<file path="src/rtl/serial_addsub.sv">
// Bit-serial two's-complement adder/subtractor: one full-adder slice plus a carry flop,
// LSB first over W cycles, returning a sign-extended (W+1)-bit result with carry and overflow flags.
module serial_addsub #(
    parameter int W = 8
) (
    input  logic         clk,
    input  logic         rst_n,
    input  logic         in_valid,
    output logic         in_ready,
    input  logic [W-1:0] a,
    input  logic [W-1:0] b,
    input  logic         op,
    output logic         out_valid,
    input  logic         out_ready,
    output logic [W:0]   res,
    output logic         cout,
    output logic         ovf
);

    localparam int CW = $clog2(W);

    typedef enum logic [1:0] {
        IDLE = 2'd0,
        RUN  = 2'd1,
        DONE = 2'd2
    } state_t;

    state_t        state_q, state_d;
    logic [W-1:0]  sa_q, sa_d;
    logic [W-1:0]  sb_q, sb_d;
    logic [W-1:0]  sr_q, sr_d;
    logic [CW-1:0] cnt_q, cnt_d;
    logic          carry_q, carry_d;
    logic          a_sign_q, a_sign_d;
    logic          b_sign_q, b_sign_d;
    logic [W:0]    res_q, res_d;
    logic          cout_q, cout_d;
    logic          ovf_q, ovf_d;
    logic          out_valid_q, out_valid_d;

    logic sum_bit;
    logic carry_nxt;
    logic res_msb;

    assign sum_bit   = sa_q[0] ^ sb_q[0] ^ carry_q;
    assign carry_nxt = (sa_q[0] & sb_q[0]) | (sa_q[0] & carry_q) | (sb_q[0] & carry_q);
    // Sign of the exact (W+1)-bit sum: sign-extend both operands, add the final carry.
    assign res_msb   = a_sign_q ^ b_sign_q ^ carry_nxt;

    always_comb begin
        state_d     = state_q;
        sa_d        = sa_q;
        sb_d        = sb_q;
        sr_d        = sr_q;
        cnt_d       = cnt_q;
        carry_d     = carry_q;
        a_sign_d    = a_sign_q;
        b_sign_d    = b_sign_q;
        res_d       = res_q;
        cout_d      = cout_q;
        ovf_d       = ovf_q;
        out_valid_d = out_valid_q;

        case (state_q)
            IDLE: begin
                if (in_valid) begin
                    sa_d     = a;
                    sb_d     = op ? ~b : b;
                    carry_d  = op;
                    a_sign_d = a[W-1];
                    b_sign_d = op ? ~b[W-1] : b[W-1];
                    cnt_d    = '0;
                    state_d  = RUN;
                end
            end
            RUN: begin
                sr_d    = {sum_bit, sr_q[W-1:1]};
                carry_d = carry_nxt;
                sa_d    = sa_q >> 1;
                sb_d    = sb_q >> 1;
                cnt_d   = cnt_q + CW'(1);
                if (cnt_q == CW'(W - 1)) begin
                    cout_d      = carry_nxt;
                    res_d       = {res_msb, sum_bit, sr_q[W-1:1]};
                    ovf_d       = res_msb ^ sum_bit;
                    out_valid_d = 1'b1;
                    state_d     = DONE;
                end
            end
            DONE: begin
                if (out_ready) begin
                    out_valid_d = 1'b0;
                    state_d     = IDLE;
                end
            end
            default: begin
                state_d = IDLE;
            end
        endcase
    end

    always_ff @(posedge clk) begin
        if (!rst_n) begin
            state_q     <= IDLE;
            sa_q        <= '0;
            sb_q        <= '0;
            sr_q        <= '0;
            cnt_q       <= '0;
            carry_q     <= 1'b0;
            a_sign_q    <= 1'b0;
            b_sign_q    <= 1'b0;
            res_q       <= '0;
            cout_q      <= 1'b0;
            ovf_q       <= 1'b0;
            out_valid_q <= 1'b0;
        end else begin
            state_q     <= state_d;
            sa_q        <= sa_d;
            sb_q        <= sb_d;
            sr_q        <= sr_d;
            cnt_q       <= cnt_d;
            carry_q     <= carry_d;
            a_sign_q    <= a_sign_d;
            b_sign_q    <= b_sign_d;
            res_q       <= res_d;
            cout_q      <= cout_d;
            ovf_q       <= ovf_d;
            out_valid_q <= out_valid_d;
        end
    end

    assign in_ready  = (state_q == IDLE);
    assign out_valid = out_valid_q;
    assign res       = res_q;
    assign cout      = cout_q;
    assign ovf       = ovf_q;

endmodule

</file>
<file path="config.mk">
export PLATFORM = sky130hd
export DESIGN_NAME = serial_addsub
export DESIGN_NICKNAME = d
export VERILOG_FILES = /design/src/rtl/serial_addsub.sv
export SDC_FILE = /design/constraint.sdc
export NUM_CORES = 1
export LEC_CHECK = 0
export ABC_AREA = 1
export CAP_MARGIN = 10
export CELL_PAD_IN_SITES_DETAIL_PLACEMENT = 0
export CELL_PAD_IN_SITES_GLOBAL_PLACEMENT = 2
export CORE_AREA = 5 5 84 86
export CTS_CLUSTER_DIAMETER = 80
export DETAILED_ROUTE_END_ITERATION = 8
export DIE_AREA = 0 0 89 91
export MAX_ROUTING_LAYER = met4
export PLACE_DENSITY_LB_ADDON = 0.05
export SYNTH_ARGS = -nofsm -noshare
export SYNTH_HDL_FRONTEND = slang
export SYNTH_SLANG_ARGS = --single-unit
</file>
<file path="constraint.sdc">
create_clock -name clk -period 3.85 [get_ports clk]
set_input_delay 0.77 -clock clk [delete_from_list [all_inputs] [get_ports clk]]
set_output_delay 0.77 -clock clk [all_outputs]
set_load 0.02 [all_outputs]
</file>
== After elaboration in Yosys (flattened, before gate mapping) ==
Index checks and enable logic that the tools add are counted.

* Add/subtract/negate cells: 1
* Equal/unequal tests: 6
* Muxes and demuxes: 17
* Bitwise operators: 12
* Reduce and logical (&&, ||, !) cells: 8

{| class="wikitable"
|+ Operator list
! cell !! count
|-
| 8-bit case mux with 2 select lines || 2
|-
| 8-bit two-way mux || 3
|-
| 8-bit inverter || 1
|-
| 2-bit two-way mux || 3
|-
| 2-bit inequality test (second input constant) || 3
|-
| 2-bit case mux with 3 select lines || 1
|-
| 3-bit case mux with 2 select lines || 1
|-
| 2-bit AND reduction || 3
|-
| 3-bit AND reduction || 2
|-
| 1-bit bitwise XOR || 5
|-
| 1-bit two-way mux || 4
|-
| 1-bit case mux with 2 select lines || 2
|-
| 2-bit nonzero test || 2
|-
| 3-bit by 1-bit adder with 3-bit output (second input constant) || 1
|-
| 1-bit AND || 3
|-
| 3-bit equality test (second input constant) || 1
|-
| 3-bit two-way mux || 1
|-
| 2-bit by 1-bit equality test with 1-bit output (second input constant) || 1
|-
| 2-bit equality test (second input constant) || 1
|-
| 2-bit zero test || 1
|-
| 1-bit bitwise OR || 2
|-
| 1-bit inverter || 1
|}

* Register bits: 44
* Input bits: 21
* Output and inout bits: 13
* Word-level logic and storage cells: 56

== Logic depth before layout (Yosys ltp) ==
* Word-level depth: 5
* Gate-level depth with buffers: 9
* Gate-level depth less buffers: 9

== Worst setup path before layout ==
No wires, ideal clock.

* Path type: input -> register
* From: input port rst_n
* To: register a_sign_q
* Setup time: 0.132 ns
* Data arrival time: 1.345 ns
* Required time: 3.718 ns
* Setup slack: 2.373 ns
* Stages on the path: 4
* Buffers on the path: 2
* Cells stage by stage: buf_2 -> clkinv_1 -> buf_1 -> a21oi_1

{| class="wikitable"
|+ RTL lines
! item !! line !! source
|-
| start: declaration || 7 || <nowiki>input logic rst_n,</nowiki>
|-
| end signal: assignment || 123 || <nowiki>a_sign_q <= a_sign_d;</nowiki>
|-
| end: declaration || 34 || <nowiki>logic a_sign_q, a_sign_d;</nowiki>
|}

No word-level cell between the ends.

== Final worst setup path ==
* From: register state_q[0]
* To: output port in_ready

* Cells in the longest elaborated chain, start to end: 1

{| class="wikitable"
|+ Ends and longest elaborated chain
! item !! line !! source
|-
| start: declaration || 28 || <nowiki>state_t state_q, state_d;</nowiki>
|-
| start signal: assignment || 117 || <nowiki>state_q <= state_d;</nowiki>
|-
| 2-bit zero test || 132 || <nowiki>assign in_ready = (state_q == IDLE);</nowiki>
|-
| end: declaration || 9 || <nowiki>output logic in_ready,</nowiki>
|}

No other way between the ends.

==> out/metrics.csv <==
metric,value,unit
clk_pin_slew,0.09,ns
start_util,30.2,%
rsz0062_at_grt,false,
yosys_register_bits,43,
slew_headroom,62.0,%
wirelength,4.35,mm
end_kind,output port,
critPathRequiredTime,3.08,ns
worstMarginPinSlew,0.569,ns
p_total,1.03,mW
vias_per_cell,4.52,
firstDrtPassIters,4,
grt_use_total,11.9,%
detail-route-antenna-nets,0,
avgRoutedWirePerCell,12.0,microns
clock.fmax,0.444,GHz
die_h,91,microns
finalSetupTns,0,ns
grt-ovfl-total,0,
post-synth-top-count-cell,nand2_1,
numClockSinks,43,
async_flop_share,0,%
reg2reg_from,cnt_q[0],
portBuffers,33,
yosys-top-cells-count,"nand2_1 (78), dfxtp_1 (43), nor2_1 (25)",
final_hold_viol_count,0,
initialDrtViolationCount,43,
syn_avg_cell_area,7.38,sq um
synth_edf_count,0,
p_per_area,434,nW/um^2
yosysUniqueCellTypes,27,
skew,0.00798,ns
cts_hold_buf,0,
cts_max_path_buffers,2,
yosysWarnings,0,
clkLatencyLatePin,0.29,ns
setup_viol,0,
fin_nets,308,
grt_pass1_wl,7.29,mm
utilization,38.2,%
syn_to_final_growth,26.3,%
finalCritPeriodShare,58.5,%
antenna_found_initial,0,
cts_resized,0,
drc,0,
drive_above_1_share,5.96,%
io_pins,34,
max_cap_viol_count,0,
synth_top_area_cell,dfxtp_1,
leakagePower,1.01,nW
fp.coreArea,6200,sq um
die-area,8100,sq um
synth_ff_type,dfxtp_1,
path_class,register to output port,
status,finished clean,
htree_num_levels,2,
slew_viol_final,0,
critPathMaxFanout,6,
die_w,89,microns
cts_buffers,5,
dp_hpwl,2.94,mm
syn-num-nets,278,
row_count,29,
setup.worst_path.start,state_q[0],
num_antenna_cells,0,
via_count,1635,
place_ws,1.39,ns
layout_min_cycle_time,2.25,ns
cts-root-buf,clkbuf_8,
postCtsSetupRepairBufs,0,
syn_inst,254,
ir_worst_vdd,132,uV
cp.arrival,1.48,ns
synth.cell_area,1880,sq um
min-delay-path-class,register to register,
grt_max_degree,28,
synth_top_area_share,45.9,%
setup_ws,1.60,ns
hp-start,sa_q[4],
synth_area_leaders,"dfxtp_1 (46%), nand2_1 (16%), a21oi_1 (5.3%)",
cts_tree,yes,
grt_pass1_vias,1484,
gp_congestion,0.696,
crit_path_start_kind,register,
synth_seq_area_share,45.9,%
==> power breakdown <==
group,switching [mW],internal (mW)
registers,0.0159,0.470
logic,0.0708,0.0537
clock network,0.158,0.259
total,0.245,0.783
==> cell usage in the layout, fill, tap and decap left out, drive strengths merged <==
master	instances
a211oi	1
a21oi	21
buf	2
bufinv	2
clkbuf	6
clkdlybuf4s50	33
clkinv	1
dfxtp	43
fa	1
ha	2
inv	22
nand2	79
nand3	14
nor2	26
o211a	1
o211ai	1
o21a	1
o21ai	20
o31ai	1
xor2	8
==> worst max-delay path: stages, from the launching register on <==
cell	delay (ns)
dfxtp_1	0.40
nor2_1	0.17
clkdlybuf4s50_1	0.62
==> metal layers <==
metal	wire, microns	global-route usage, %
met2	1900	17.0
met1	2180	16.3
met3	202	2.71
met5	0	-
met4	62	4.47
==> per-stage QoR <==
step | area (sq um) | hold WS [ns] | std cells
after floorplan | 1880 | 0.425 | 254
after global placement | 2240 | 0.435 | 354
after detailed placement | 2240 | 0.449 | 354
after CTS | 2370 | 0.461 | 362
after global routing | 2370 | 0.484 | 362
final | 2370 | 0.458 | 362
==> cell type report <==
class / count / area (sq um)
clock buffer: 6 / 72.6
inverter: 23 / 86.3
fill: 692 / 3840
multi-input combinational: 176 / 847
timing repair buffer: 35 / 345
tap: 77 / 96.3
sequential: 43 / 861
clock inverter: 2 / 60.1
==> worst paths after layout <==
check,endpoint,slack [ns],cells past startpoint
max,in_ready,1.60,2
min,sa_q[4],0.46,2
max reg2reg,ovf,1.94,8
min reg2reg,sa_q[4],0.46,2
==> sequential cells by signal, indices dropped and copies added, names as in the netlist <==
| register | count |
|---|---|
| sb_q | 8 |
| a_sign_q | 1 |
| state_q | 2 |
| cnt_q | 3 |
| sr_q | 7 |
| out_valid | 1 |
| ovf | 1 |
| cout | 1 |
| b_sign_q | 1 |
| res | 9 |
| sa_q | 8 |
| carry_q | 1 |
==> logic make-up (layout without fill, tap and decap cells) <==
group,after synthesis,in the layout,synth area share (%)
AOI/OAI and AO/OA,46,46,13.7
DFF,43,43,45.9
xor gates and xnor gates,8,8,3.74
adders and majority gates,3,3,2.40
and+or+nand+nor,119,119,25.3
buffers and inverters,35,66,8.94
Power figures use the tool's default switching activity.
==> patch 1, RTL diff (same settings) <==
The parameter `W` goes from 8 to 16.
--- a/src/rtl/serial_addsub.sv
+++ b/src/rtl/serial_addsub.sv
@@ -1,7 +1,7 @@
 // Bit-serial two's-complement adder/subtractor: one full-adder slice plus a carry flop,
 // LSB first over W cycles, returning a sign-extended (W+1)-bit result with carry and overflow flags.
 module serial_addsub #(
-    parameter int W = 8
+    parameter int W = 16
 ) (
     input  logic         clk,
     input  logic         rst_n,
Interface: changed (resized a, b and res); port bits go from 34 to 58. The function was not compared with the original's and may differ.
==> patch 1 against the unedited design <==
The flow now stops in global placement without I/O (3_1_place_gp_skip_io). Synthesized area grew 76%.
==> patch 1: results <==
set metrics [dict create \
    synth_commonest_cells "155 x nand2_1, 76 x dfxtp_1, 58 x nor2_1, 37 x o21ai_0, 28 x inv_1" \
    die_x_um 89 \
    synthArstFlopShare 0 \
    synth_ff_type "dfxtp_1" \
    synth_area_leaders "dfxtp_1 46%, nand2_1 18%, nor2_1 6.6%" \
    ys_ff_latch 76 \
    yosysSeqAreaShare 0.461 \
    yosysWarnings 0 \
    status "did not finish" \
    synth_nets 502 \
    netlist_instances 463 \
    error "[ERROR FLW-0024] Place density exceeds 1.0 (current PLACE_DENSITY_LB_ADDON =  0.05). Please check if the value of  PLACE_DENSITY_LB_ADDON is between 0 and 0.99." \
    synthDistinctLibCells 21 \
    lastStage "global placement without I/O (3_1_place_gp_skip_io)" \
]
-- patch 1: changes by cell type after synthesis, moves of 9 or more --
cell,unedited run,this run
clkbuf_1,0,9
inv_1,19,28
dfxtp_1,43,76
o21ai_0,14,37
nand2_1,78,155
nor2_1,25,58
-- patch 1: cell families after synthesis --
kind of cell / after synthesis / synth area share
compound gates: 72 / 0.115
xor+xnor: 16 / 0.0425
fa+ha+maj: 2 / 0.00986
buf+inv: 59 / 0.0876
flops: 76 / 0.461
simple gates: 238 / 0.284
==> patch 2, RTL diff (same flow settings) <==
Without the edit above. Make the reset (`rst_n`) asynchronous in one clocked block.
--- a/src/rtl/serial_addsub.sv
+++ b/src/rtl/serial_addsub.sv
@@ -99,7 +99,7 @@
         endcase
     end
 
-    always_ff @(posedge clk) begin
+    always_ff @(posedge clk or negedge rst_n) begin
         if (!rst_n) begin
             state_q     <= IDLE;
             sa_q        <= '0;
Formal check against the unedited RTL: differs if rst_n is asserted again (counterexample within 4 cycles, from zero or initial values and one cycle with rst_n low); with rst_n held inactive, the same outputs for 10 cycles.
==> patch 2 against the unedited design <==
Routed wire length fell by 8.5%. Synthesized area increased by 3.6%. Setup slack improved by 0.031 ns. Via count fell by 11%. Sequential cell count stayed put. Global-route usage fell by 0.83 points. Final area increased by 1.1%. Count of clock-buffer cells in the layout up 2.
Power is not compared: it rests on default switching activity, and its combinational part moved more than twofold at a synthesized area within 25%.
==> patch 2: results <==
set metrics [dict create \
    clock_skew_ns 0.00254 \
    hpwl_um 2700 \
    grtUsageTotal 0.111 \
    synth_area_leaders "dfrtp_1 55%, nand2_1 17%, o21ai_0 7.5%" \
    synth_nets 249 \
    path_max_fanout 5 \
    r2r-end "res[8]" \
    timing.rr.start "cnt_q[0]" \
    arrival_ns 1.45 \
    leakagePower_nw 1.16 \
    n_fill_cell 673 \
    grt_max_degree 44 \
    cp_top_family "buffers and inverters" \
    grt_pass1_wl_um 6890 \
    synth_commonest_cells "90 x nand2_1, 43 x dfrtp_1, 29 x o21ai_0, 17 x inv_1, 14 x nand3_1" \
    reg2reg_depth 6 \
    post_drt_wl_per_cell_um 11.9 \
    clock_latency_ns 0.29 \
    vias_per_cell 4.36 \
    place_ws_ns 1.81 \
    status "complete, no violations" \
    final_nets 280 \
    timing.hold.ws_ns 0.477 \
    stdcell_count 334 \
    dpl_cell_area_um2 2290 \
    drt-initial-drc-count 49 \
    avgSynthCellArea_um2 8.64 \
    cts.clk_slew.worst_paths_ns 0.08 \
    synthDistinctLibCells 20 \
    yosysSeqAreaShare 0.554 \
    place.gp.congestion 0.686 \
    min_from "sr_q[1]" \
    synth_ff_type "dfrtp_1" \
    holdPathEnd "res[0]" \
    drive_gt1_frac 0.0506 \
    synthArstFlopShare 1.00 \
    worst-slew-pin-transition_ns 0.966 \
]
-- patch 2: changes by cell type after synthesis, moves of 2 or more --
cell     change
buf_4        -3
o21ai_1      -4
buf_2        +3
nand2_1     +12
buf_1        -3
a21oi_1     -19
nor2_1      -21
o21ai_0     +15
dfrtp_1     +43
dfxtp_1     -43
inv_1        -2
-- patch 2: area by class of cell --
| cell class | instances | area, um2 | share of cell area |
|---|---|---|---|
| Inverter | 19 | 71.3 | 0.0298 |
| Clock buffer | 8 | 100 | 0.0418 |
| Multi-Input combinational cell | 154 | 724 | 0.303 |
| Timing Repair Buffer | 33 | 325 | 0.136 |
| Sequential cell | 43 | 1080 | 0.450 |
| Tap cell | 77 | 96.3 | 0.0403 |
-- patch 2: cell families after synthesis --
family                     share of synthesized area
xor gates and xnor gates                      0.0361
adders and majority gates                     0.0232
and+or+nand+nor                                0.230
buffers and inverters                         0.0734
AOI/OAI and AO/OA                             0.0837
DFF                                            0.554
-- patch 2: report_power, final --
part           total (mW)  internal, mW  switching (mW)
combinational       0.796         0.303           0.493
sequential          0.754         0.651           0.103
clock               0.316         0.164           0.152
total                1.87          1.12           0.748
-- patch 2: worst max-delay path by stage --
| stage | startpoint | end | slack, ns | cells after the start |
|---|---|---|---|---|
| detailed placement | op | b_sign_q | 1.81 | 4 |
| global placement | op | b_sign_q | 1.81 | 4 |
| global route | state_q[0] | in_ready | 1.57 | 2 |
| floorplan | state_q[0] | in_ready | 2.45 | 1 |
| finish | state_q[0] | in_ready | 1.63 | 2 |
| CTS | state_q[0] | in_ready | 1.60 | 2 |
-- patch 2: per-layer routing --
metal  up-vias  share of wire  wire (um)  track usage
li1        766              -          -            -
met1       659           0.50       1970        0.147
met2        27           0.45       1780        0.168
met3         5          0.049        195       0.0299
met4         0         0.0075         30       0.0298
met5         -              0          0            -
